**config.mk**
```make
export PLATFORM = sky130hd
export DESIGN_NAME = execute_branch_resolve
export DESIGN_NICKNAME = d
export VERILOG_FILES = /design/src/rtl/execute_branch_resolve_pkg.sv /design/src/rtl/execute_branch_resolve_cond.sv /design/src/rtl/execute_branch_resolve.sv
export SDC_FILE = /design/constraint.sdc
export NUM_CORES = 1
export LEC_CHECK = 0
export BUFFER_PORTS_ARGS = -buffer_cell sky130_fd_sc_hd__buf_2
export CAP_MARGIN = 20
export CELL_PAD_IN_SITES_DETAIL_PLACEMENT = 0
export CELL_PAD_IN_SITES_GLOBAL_PLACEMENT = 1
export CORE_MARGIN = 1
export CORE_UTILIZATION = 25
export DETAILED_ROUTE_END_ITERATION = 12
export GPL_TIMING_DRIVEN = 0
export PLACE_DENSITY = 0.69
export SYNTH_ARGS = -nofsm -noshare
export SYNTH_HDL_FRONTEND = slang
export SYNTH_SLANG_ARGS = --single-unit
```
**constraint.sdc**
```tcl
create_clock -name iCLOCK -period 5.3 [get_ports iCLOCK]
set_input_delay 0.53 -clock iCLOCK [delete_from_list [all_inputs] [get_ports iCLOCK]]
set_output_delay 0.53 -clock iCLOCK [all_outputs]
set_load 0.02 [all_outputs]
```
**src/rtl/execute_branch_resolve_pkg.sv**
```systemverilog
// Shared core definitions for branch resolution: flag bit positions,
// condition-code encodings and the resolve-stage FSM states.
`default_nettype none

package execute_branch_resolve_pkg;

    // Bit positions inside the 5-bit architectural flag vector
    localparam int FLAG_Z = 0;
    localparam int FLAG_S = 1;
    localparam int FLAG_C = 2;
    localparam int FLAG_O = 3;
    localparam int FLAG_P = 4;
    localparam int FLAG_W = 5;

    // Condition-code encodings
    localparam logic [3:0] CC_ALWAYS = 4'd0;
    localparam logic [3:0] CC_EQ     = 4'd1;
    localparam logic [3:0] CC_NE     = 4'd2;
    localparam logic [3:0] CC_MI     = 4'd3;
    localparam logic [3:0] CC_PL     = 4'd4;
    localparam logic [3:0] CC_CS     = 4'd5;
    localparam logic [3:0] CC_CC     = 4'd6;
    localparam logic [3:0] CC_VS     = 4'd7;
    localparam logic [3:0] CC_VC     = 4'd8;
    localparam logic [3:0] CC_HI     = 4'd9;
    localparam logic [3:0] CC_LS     = 4'd10;
    localparam logic [3:0] CC_GE     = 4'd11;
    localparam logic [3:0] CC_LT     = 4'd12;
    localparam logic [3:0] CC_GT     = 4'd13;
    localparam logic [3:0] CC_LE     = 4'd14;
    localparam logic [3:0] CC_PAR    = 4'd15;

    localparam logic [31:0] INSN_BYTES = 32'd4;

    typedef enum logic [0:0] {
        ST_RUN   = 1'b0,
        ST_FLUSH = 1'b1
    } state_t;

endpackage

`default_nettype wire

```
**src/rtl/execute_branch_resolve_cond.sv**
```systemverilog
// Combinational condition evaluator: decides whether a branch with the
// given condition code is taken under the supplied flags.
`default_nettype none

module execute_branch_cond
    import execute_branch_resolve_pkg::*;
(
    input  logic [3:0]       cc,
    input  logic [FLAG_W-1:0] flags,
    output logic             taken
);

    logic z, s, c, o, p;

    assign z = flags[FLAG_Z];
    assign s = flags[FLAG_S];
    assign c = flags[FLAG_C];
    assign o = flags[FLAG_O];
    assign p = flags[FLAG_P];

    always_comb begin
        taken = 1'b0;
        case (cc)
            CC_ALWAYS: taken = 1'b1;
            CC_EQ:     taken = z;
            CC_NE:     taken = !z;
            CC_MI:     taken = s;
            CC_PL:     taken = !s;
            CC_CS:     taken = c;
            CC_CC:     taken = !c;
            CC_VS:     taken = o;
            CC_VC:     taken = !o;
            CC_HI:     taken = c & !z;
            CC_LS:     taken = !c | z;
            CC_GE:     taken = (s == o);
            CC_LT:     taken = (s != o);
            CC_GT:     taken = !z & (s == o);
            CC_LE:     taken = z | (s != o);
            CC_PAR:    taken = p;
            default:   taken = 1'b0;
        endcase
    end

endmodule

`default_nettype wire

```
**src/rtl/execute_branch_resolve.sv**
```systemverilog
// Execute-stage branch resolver: evaluates the branch condition, produces the
// redirect address and mispredict flag, and stalls upstream until fetch restarts.
`default_nettype none

module execute_branch_resolve
    import execute_branch_resolve_pkg::*;
#(
    parameter logic [31:0] P_RESET_VECTOR = 32'h0
) (
    input  logic        iCLOCK,
    input  logic        inRESET,
    input  logic        iRESET_SYNC,
    input  logic        iCTRL_HOLD,
    input  logic        iFLUSH_DONE,
    input  logic        iPREV_VALID,
    output logic        oPREV_BUSY,
    input  logic        iPREV_BRANCH,
    input  logic [3:0]  iPREV_CC,
    input  logic        iPREV_PREDICT,
    input  logic [31:0] iPREV_PC,
    input  logic [31:0] iPREV_TARGET,
    input  logic [4:0]  iFLAG,
    input  logic        iFLAG_FWD_VALID,
    input  logic [4:0]  iFLAG_FWD,
    output logic        oNEXT_VALID,
    input  logic        iNEXT_BUSY,
    output logic        oNEXT_TAKEN,
    output logic        oNEXT_FLUSH,
    output logic [31:0] oNEXT_ADDR
);

    state_t      state, state_nxt;
    logic        out_valid, out_valid_nxt;
    logic        out_taken, out_taken_nxt;
    logic        out_flush, out_flush_nxt;
    logic [31:0] out_addr, out_addr_nxt;

    logic [4:0]  eff_flags;
    logic        cond_taken;
    logic        res_taken;
    logic        res_flush;
    logic [31:0] res_addr;
    logic [31:0] seq_addr;
    logic        accept;
    logic        retire;

    // A flag write committing this cycle is newer than the flag register
    assign eff_flags = iFLAG_FWD_VALID ? iFLAG_FWD : iFLAG;

    execute_branch_cond u_cond (
        .cc    (iPREV_CC),
        .flags (eff_flags),
        .taken (cond_taken)
    );

    assign seq_addr  = iPREV_PC + INSN_BYTES;
    assign res_taken = iPREV_BRANCH & cond_taken;
    assign res_flush = iPREV_BRANCH & (res_taken ^ iPREV_PREDICT);
    assign res_addr  = res_taken ? iPREV_TARGET : seq_addr;

    assign oPREV_BUSY = (out_valid & iNEXT_BUSY) | (state == ST_FLUSH) | iCTRL_HOLD;
    assign accept     = iPREV_VALID & !oPREV_BUSY & !iCTRL_HOLD & (state == ST_RUN);
    assign retire     = out_valid & !iNEXT_BUSY & !iCTRL_HOLD;

    always_comb begin
        state_nxt     = state;
        out_valid_nxt = out_valid;
        out_taken_nxt = out_taken;
        out_flush_nxt = out_flush;
        out_addr_nxt  = out_addr;

        if (!iCTRL_HOLD) begin
            // Accept wins over retire so a back-to-back stream has no bubble
            if (accept) begin
                out_valid_nxt = 1'b1;
                out_taken_nxt = res_taken;
                out_flush_nxt = res_flush;
                out_addr_nxt  = res_addr;
            end else if (retire) begin
                out_valid_nxt = 1'b0;
            end

            case (state)
                ST_RUN: begin
                    if (accept && res_flush) begin
                        state_nxt = ST_FLUSH;
                    end
                end
                ST_FLUSH: begin
                    if (iFLUSH_DONE) begin
                        state_nxt = ST_RUN;
                    end
                end
                default: state_nxt = ST_RUN;
            endcase
        end
    end

    always_ff @(posedge iCLOCK or negedge inRESET) begin
        if (!inRESET) begin
            state     <= ST_RUN;
            out_valid <= 1'b0;
            out_taken <= 1'b0;
            out_flush <= 1'b0;
            out_addr  <= P_RESET_VECTOR;
        end else if (iRESET_SYNC) begin
            state     <= ST_RUN;
            out_valid <= 1'b0;
            out_taken <= 1'b0;
            out_flush <= 1'b0;
            out_addr  <= P_RESET_VECTOR;
        end else begin
            state     <= state_nxt;
            out_valid <= out_valid_nxt;
            out_taken <= out_taken_nxt;
            out_flush <= out_flush_nxt;
            out_addr  <= out_addr_nxt;
        end
    end

    assign oNEXT_VALID = out_valid;
    assign oNEXT_TAKEN = out_taken;
    assign oNEXT_FLUSH = out_flush;
    assign oNEXT_ADDR  = out_addr;

endmodule

`default_nettype wire
```
# Yosys cells after proc, flatten, opt, wreduce, memory -nomap -nowiden
# Cells that the tools add are included.
op_classes:
  div_mod_pow: 0
  eq_ne: 18
  mul: 0
  bitwise_logic: 16
  add_sub_neg: 1
  reduce_logical: 13
  muxes: 21
  n_shift: 0
  order_cmp: 0
ops:
  columns: ["op", "count"]
  rows:
  - ["$mux 32", 4]
  - ["$add 32x3->32 const B", 1]
  - ["$eq 4x4->1 const B", 8]
  - ["$eq 4x3->1 const B", 4]
  - ["$pmux 1 s16", 1]
  - ["$mux 1", 14]
  - ["$and 1x1->1", 10]
  - ["$eq 4x2->1 const B", 2]
  - ["$logic_not 1->1", 7]
  - ["$mux 5", 1]
  - ["$eq 4x1->1 const B", 1]
  - ["$logic_not 4->1", 1]
  - ["$or 1x1->1", 4]
  - ["$reduce_and 2->1", 2]
  - ["$reduce_bool 3->1", 1]
  - ["$ne 2x2->1 const B", 1]
  - ["$pmux 1 s2", 1]
  - ["$reduce_bool 2->1", 1]
  - ["$eq 1x1->1", 1]
  - ["$logic_and 1x1->1", 1]
  - ["$ne 1x1->1", 1]
  - ["$not 1->1", 1]
  - ["$xor 1x1->1", 1]
totals:
  latchBits: 0
  input_bits: 88
  output_inout_bits: 36
  wordCells: 74
  register_bits: 36
  mem_count: 0
  mem_bits_ro: 0
  ramBits: 0

# Longest topological paths before layout
logic_depth:
  word_depth: 12
  ltp_mapped: 11
  mapped_depth_nobuf: 7

# Modules after synthesis
# A second synthesis with hierarchy kept.
unflattened:
  cells_unflattened: 268
  area_unflattened_um2: 2394.8
modules_own_cells:
  columns: ["mod", "instances", "seq_area_each_um2", "cells_per_inst", "area_per_inst_um2"]
  rows:
  - ["execute_branch_resolve", 1, 900.9, 247, 2238.4]
  - ["execute_branch_cond", 1, 0.0, 21, 156.4]

# Worst setup path before layout
# Ideal clock, no wire load.
synth_path:
  path_kind: "input port to flip-flop"
  from: "input iFLAG_FWD_VALID"
  to: "register out_addr[12] (netlist: oNEXT_ADDR[12])"
  slack_ns: 2.694
  n_path_buf: 4
  path_stages: 8
  arrival_ns: 2.480
  setup_time_ns: 0.126
  required_time_ns: 5.174
  cell_sequence: "buf_6 -> mux2_2 -> o311a_4 -> or4_1 -> clkbuf_1 -> buf_6 -> buf_6 -> a221o_1"
synth_between:
  elab_chain_len: 9
  elab_cells_between_ends: 17
  classes_between: "2 x eq/ne; 6 x mux; 5 x bitwise; 4 x reduce/logical"
synth_rtl:
  columns: ["item", "line_no", "rtl"]
  rows:
  - ["start, declared", "execute_branch_resolve.sv:23", "input logic iFLAG_FWD_VALID,"]
  - ["$mux 5 *", "execute_branch_resolve.sv:48", "assign eff_flags = iFLAG_FWD_VALID ? iFLAG_FWD : iFLAG;"]
  - ["$ne 1x1->1 (tied with other cells)", "execute_branch_resolve_cond.sv:36, execute_branch_resolve_cond.sv:38", null]
  - ["$or 1x1->1 (tied with other cells)", "execute_branch_resolve_cond.sv:38", "CC_LE: taken = z | (s != o);"]
  - ["$pmux 1 s16 *", "execute_branch_resolve_cond.sv:23", "case (cc)"]
  - ["$and 1x1->1 *", "execute_branch_resolve.sv:57", "assign res_taken = iPREV_BRANCH & cond_taken;"]
  - ["$mux 32 *", "execute_branch_resolve.sv:59", "assign res_addr = res_taken ? iPREV_TARGET : seq_addr;"]
  - ["$mux 32 *", "execute_branch_resolve.sv:74", "if (accept) begin"]
  - ["$mux 32 *", "execute_branch_resolve.sv:72", "if (!iCTRL_HOLD) begin"]
  - ["$mux 32 *", "execute_branch_resolve.sv:106", "end else if (iRESET_SYNC) begin"]
  - ["end signal, assigned", "execute_branch_resolve.sv:117", "out_addr <= out_addr_nxt;"]
  - ["end, declared", "execute_branch_resolve.sv:36", "logic [31:0] out_addr, out_addr_nxt;"]
# Mark *: on every way between the ends. The rest lies on a longest branch, timed or not. The select of a mux whose other input is x is not followed.
# A chain may end at the register's enable or synchronous reset.

# Worst setup path after layout
layout_path:
  from: "input iFLAG[1]"
  to: "register out_addr[12] (netlist: oNEXT_ADDR[12])"
layout_between:
  elab_chain_len: 9
  elab_cells_between_ends: 12
  classes_between: "2 x eq/ne; 6 x mux; 3 x bitwise; 1 x reduce/logical"
layout_rtl:
  columns: ["item", "line_no", "rtl"]
  rows:
  - ["start, declared", "execute_branch_resolve.sv:22", "input logic [4:0] iFLAG,"]
  - ["$mux 5 *", "execute_branch_resolve.sv:48", null]
  - ["$ne 1x1->1 / $eq 1x1->1 (equally long branches)", null, null]
  - ["$or 1x1->1 / $and 1x1->1 (equally long branches)", "execute_branch_resolve_cond.sv:38, execute_branch_resolve_cond.sv:37", null]
  - ["$pmux 1 s16 *", "execute_branch_resolve_cond.sv:23", null]
  - ["$and 1x1->1 *", "execute_branch_resolve.sv:57", null]
  - ["$mux 32 *", "execute_branch_resolve.sv:59", null]
  - ["$mux 32 *", "execute_branch_resolve.sv:74", null]
  - ["$mux 32 *", "execute_branch_resolve.sv:72", null]
  - ["$mux 32 *", "execute_branch_resolve.sv:106", null]
# Marked as above.

==> metrics <==
Die H=105 um; vias=2699; First-pass DRT Iterations=4; clk buf depth=2; pwr dens=214 nW/um2; critical path arrival=2790 ps; Worst-Margin Slew=949 ps; Yosys top cell by area=dfrtp_1; Final min period=2620 ps; largest family of logic cells by synthesized area=simple AND/OR/NAND/NOR gates; share of cells above drive strength 1=0.349; Worst Setup Slack, final=2680 ps; RR Endpoint=oNEXT_ADDR[7]; Setup Skew=4.27 ps; Slew HR=0.362; die span in x=105 um; layout overhead on the synthesized area=33.6%; synth warn=0; Post-synth EDFFs=0; compound-cell area share of the yosys netlist=0.169; GRT overflow=0; largest net degree at the start of global routing=37; synthesized flop and latch total=36; Fmax achieved=382 MHz; Num CTS Buffers=5; IO Pins=124; part of the cycle the worst path needs=0.494; number of global-route vias before repair=2630; R2R depth=6; Global Route Usage Sum=0.153; CTS tree=built; worst hold slack=356 ps; drt initial violations=87; worst r2r src=oNEXT_VALID; XOR/XNOR Fraction of Synth Area=0.0990; FP Rows=37; CTS resizes=0; max-cap violations=0; Synth cell types=50; Synth Instances=297; Seq/Total Area, Yosys=0.339; Final GP Congestion=0.778; WL/cell=14.4 um; outcome=finished clean; most common cell after layout, fill and taps aside=buf_2; Peak supply drop=0.0000994 V; Residual DRC=0; synthesized area=2660 um2; post-CTS setup repair buffer count=0; net total in the final layout=515; fin. max-slew vios=0; CP Class=primary input to flip-flop; top cells by area, synth=dfrtp_1 34%, mux2i_1 9.4%, xnor2_1 5.6%; share of the synthesized area in the top cell type=0.339; Pleak=1.70 nW; Final Setup Violations=0; CP endpoint=oNEXT_ADDR[12]; Initial Util=0.257; Core Area=10300 um2; later-pin clock latency in the skew report=290 ps; Post-Synth Simple-Gate Area=0.229; Setup TNS=0 ps; die area=11000 um2; Post-Route WL=8120 um; post-synthesis mux area share=0.117; fin cells=563; CP Max Fanout=10; net count after synthesis=386; Synth async-reset ratio=1.00; Placed Area=3440 um2; clk sinks=36; CTS root buffer=clkbuf_8; Most used DFF post-synth=dfrtp_1; hpwl dp=6570 um; Post-DRT Antenna Nets=0; Startpoint Class=primary input; cts hold-fix bufs=0; adder-cell area share of the yosys netlist=0.00471; filler instances=1120; Placed Cells=555; synthesized area per cell=8.94 um2; Min-Delay Path Class=primary input to asynchronous set/reset pin; most frequent cells in the layout=125 x buf_2, 36 x dfrtp_1, 35 x nand2_1, 25 x mux2i_1; setup slack at placement=2360 ps; RSZ-0062 raised after global routing=false; clock transition at the registers of the reported paths=80 ps; first-pass GRT wire length=13300 um; Final Cell Area=3550 um2; Critical Path End Type=flip-flop; Hold Vio Cnt, Final=0; reg2reg setup slack=3140 ps; port bufs=122; # H-tree levels=2; beginning of the critical path=iFLAG[1]; Vias per Instance=4.79; worst endpoint required time=5470 ps; initial antenna violation count=1; Antenna diodes=0
[layout make-up]
| class | instances | area, um2 | area share |
|---|---|---|---|
| plain buffers | 18 | 97.6 | 0.0275 |
| clock buffers | 5 | 68.8 | 0.0194 |
| clock inverters | 3 | 42.5 | 0.0120 |
| inverters | 4 | 15.0 | 0.00423 |
| multi-input cells | 239 | 1640 | 0.463 |
| flip-flops and latches | 36 | 901 | 0.254 |
| well taps | 136 | 170 | 0.0480 |
| repair buffers | 122 | 611 | 0.172 |
[synth_stat cells, types with 5 or more instances]
| cell type | n |
|---|---|
| nor2_1 | 18 |
| nand3_1 | 17 |
| o41ai_1 | 6 |
| nand4_1 | 11 |
| a21oi_1 | 10 |
| dfrtp_1 | 36 |
| nor2b_1 | 5 |
| nor3_1 | 5 |
| mux2i_1 | 25 |
| nand2_1 | 35 |
| o211ai_1 | 7 |
| o21ai_0 | 18 |
| xnor2_1 | 17 |
| and3_1 | 6 |
| clkbuf_1 | 10 |
| xor2_1 | 13 |
[registers in the layout (all words and copies together), names as in the netlist]
signal / cells
oNEXT_ADDR: 32
oNEXT_FLUSH: 1
oNEXT_TAKEN: 1
oNEXT_VALID: 1
state: 1
[metal layers]
| layer | vias to the layer above | wire length [um] | global-route usage |
|---|---|---|---|
| met5 | - | 10 | 0 |
| met4 | 2 | 71 | 0.0262 |
| met3 | 9 | 568 | 0.0437 |
| met2 | 91 | 3550 | 0.241 |
| met1 | 1241 | 3920 | 0.209 |
| li1 | 1356 | - | - |
[metrics by stage]
step	util	total power [mW]
5_1_grt	0.344	0.805
4_1_cts	0.344	0.772
6_report	0.344	0.760
3_3_place_gp	0.333	0.520
3_5_place_dp	0.333	0.522
2_1_floorplan	-	0.428
[worst min path at each step]
stage	startpoint	to	slack (ps)
global placement	oNEXT_ADDR[21]	oNEXT_ADDR[21]	460
finish	inRESET	oNEXT_ADDR[6]	360
floorplan	inRESET	oNEXT_ADDR[0]	230
CTS	inRESET	oNEXT_ADDR[12]	380
global route	inRESET	oNEXT_ADDR[6]	410
detailed placement	oNEXT_ADDR[16]	oNEXT_ADDR[16]	470
[worst max-delay path, stage by stage]
cell and delay [ps]:
buf_2 110, xnor2_1 240, mux4_2 290, a2bb2o_1 290
buf_2 160, or4_1 430, clkbuf_1 140, buf_6 160
buf_6 150, a221o_1 310
[power by group]
part           internal, mW  switching [mW]
registers             0.291         0.00890
clock network         0.139           0.107
logic                0.0900           0.124
[cell families (layout without fill, tap and decap cells)]
group,count (synthesis),count (layout)
xor gates and xnor gates,30,30
muxes,29,29
AOI/OAI and AO/OA,62,62
adders and majority gates,1,1
and+or+nand+nor,117,117
buffers and inverters,22,152
DFF,36,36
(Power assumes the default switching activity.)
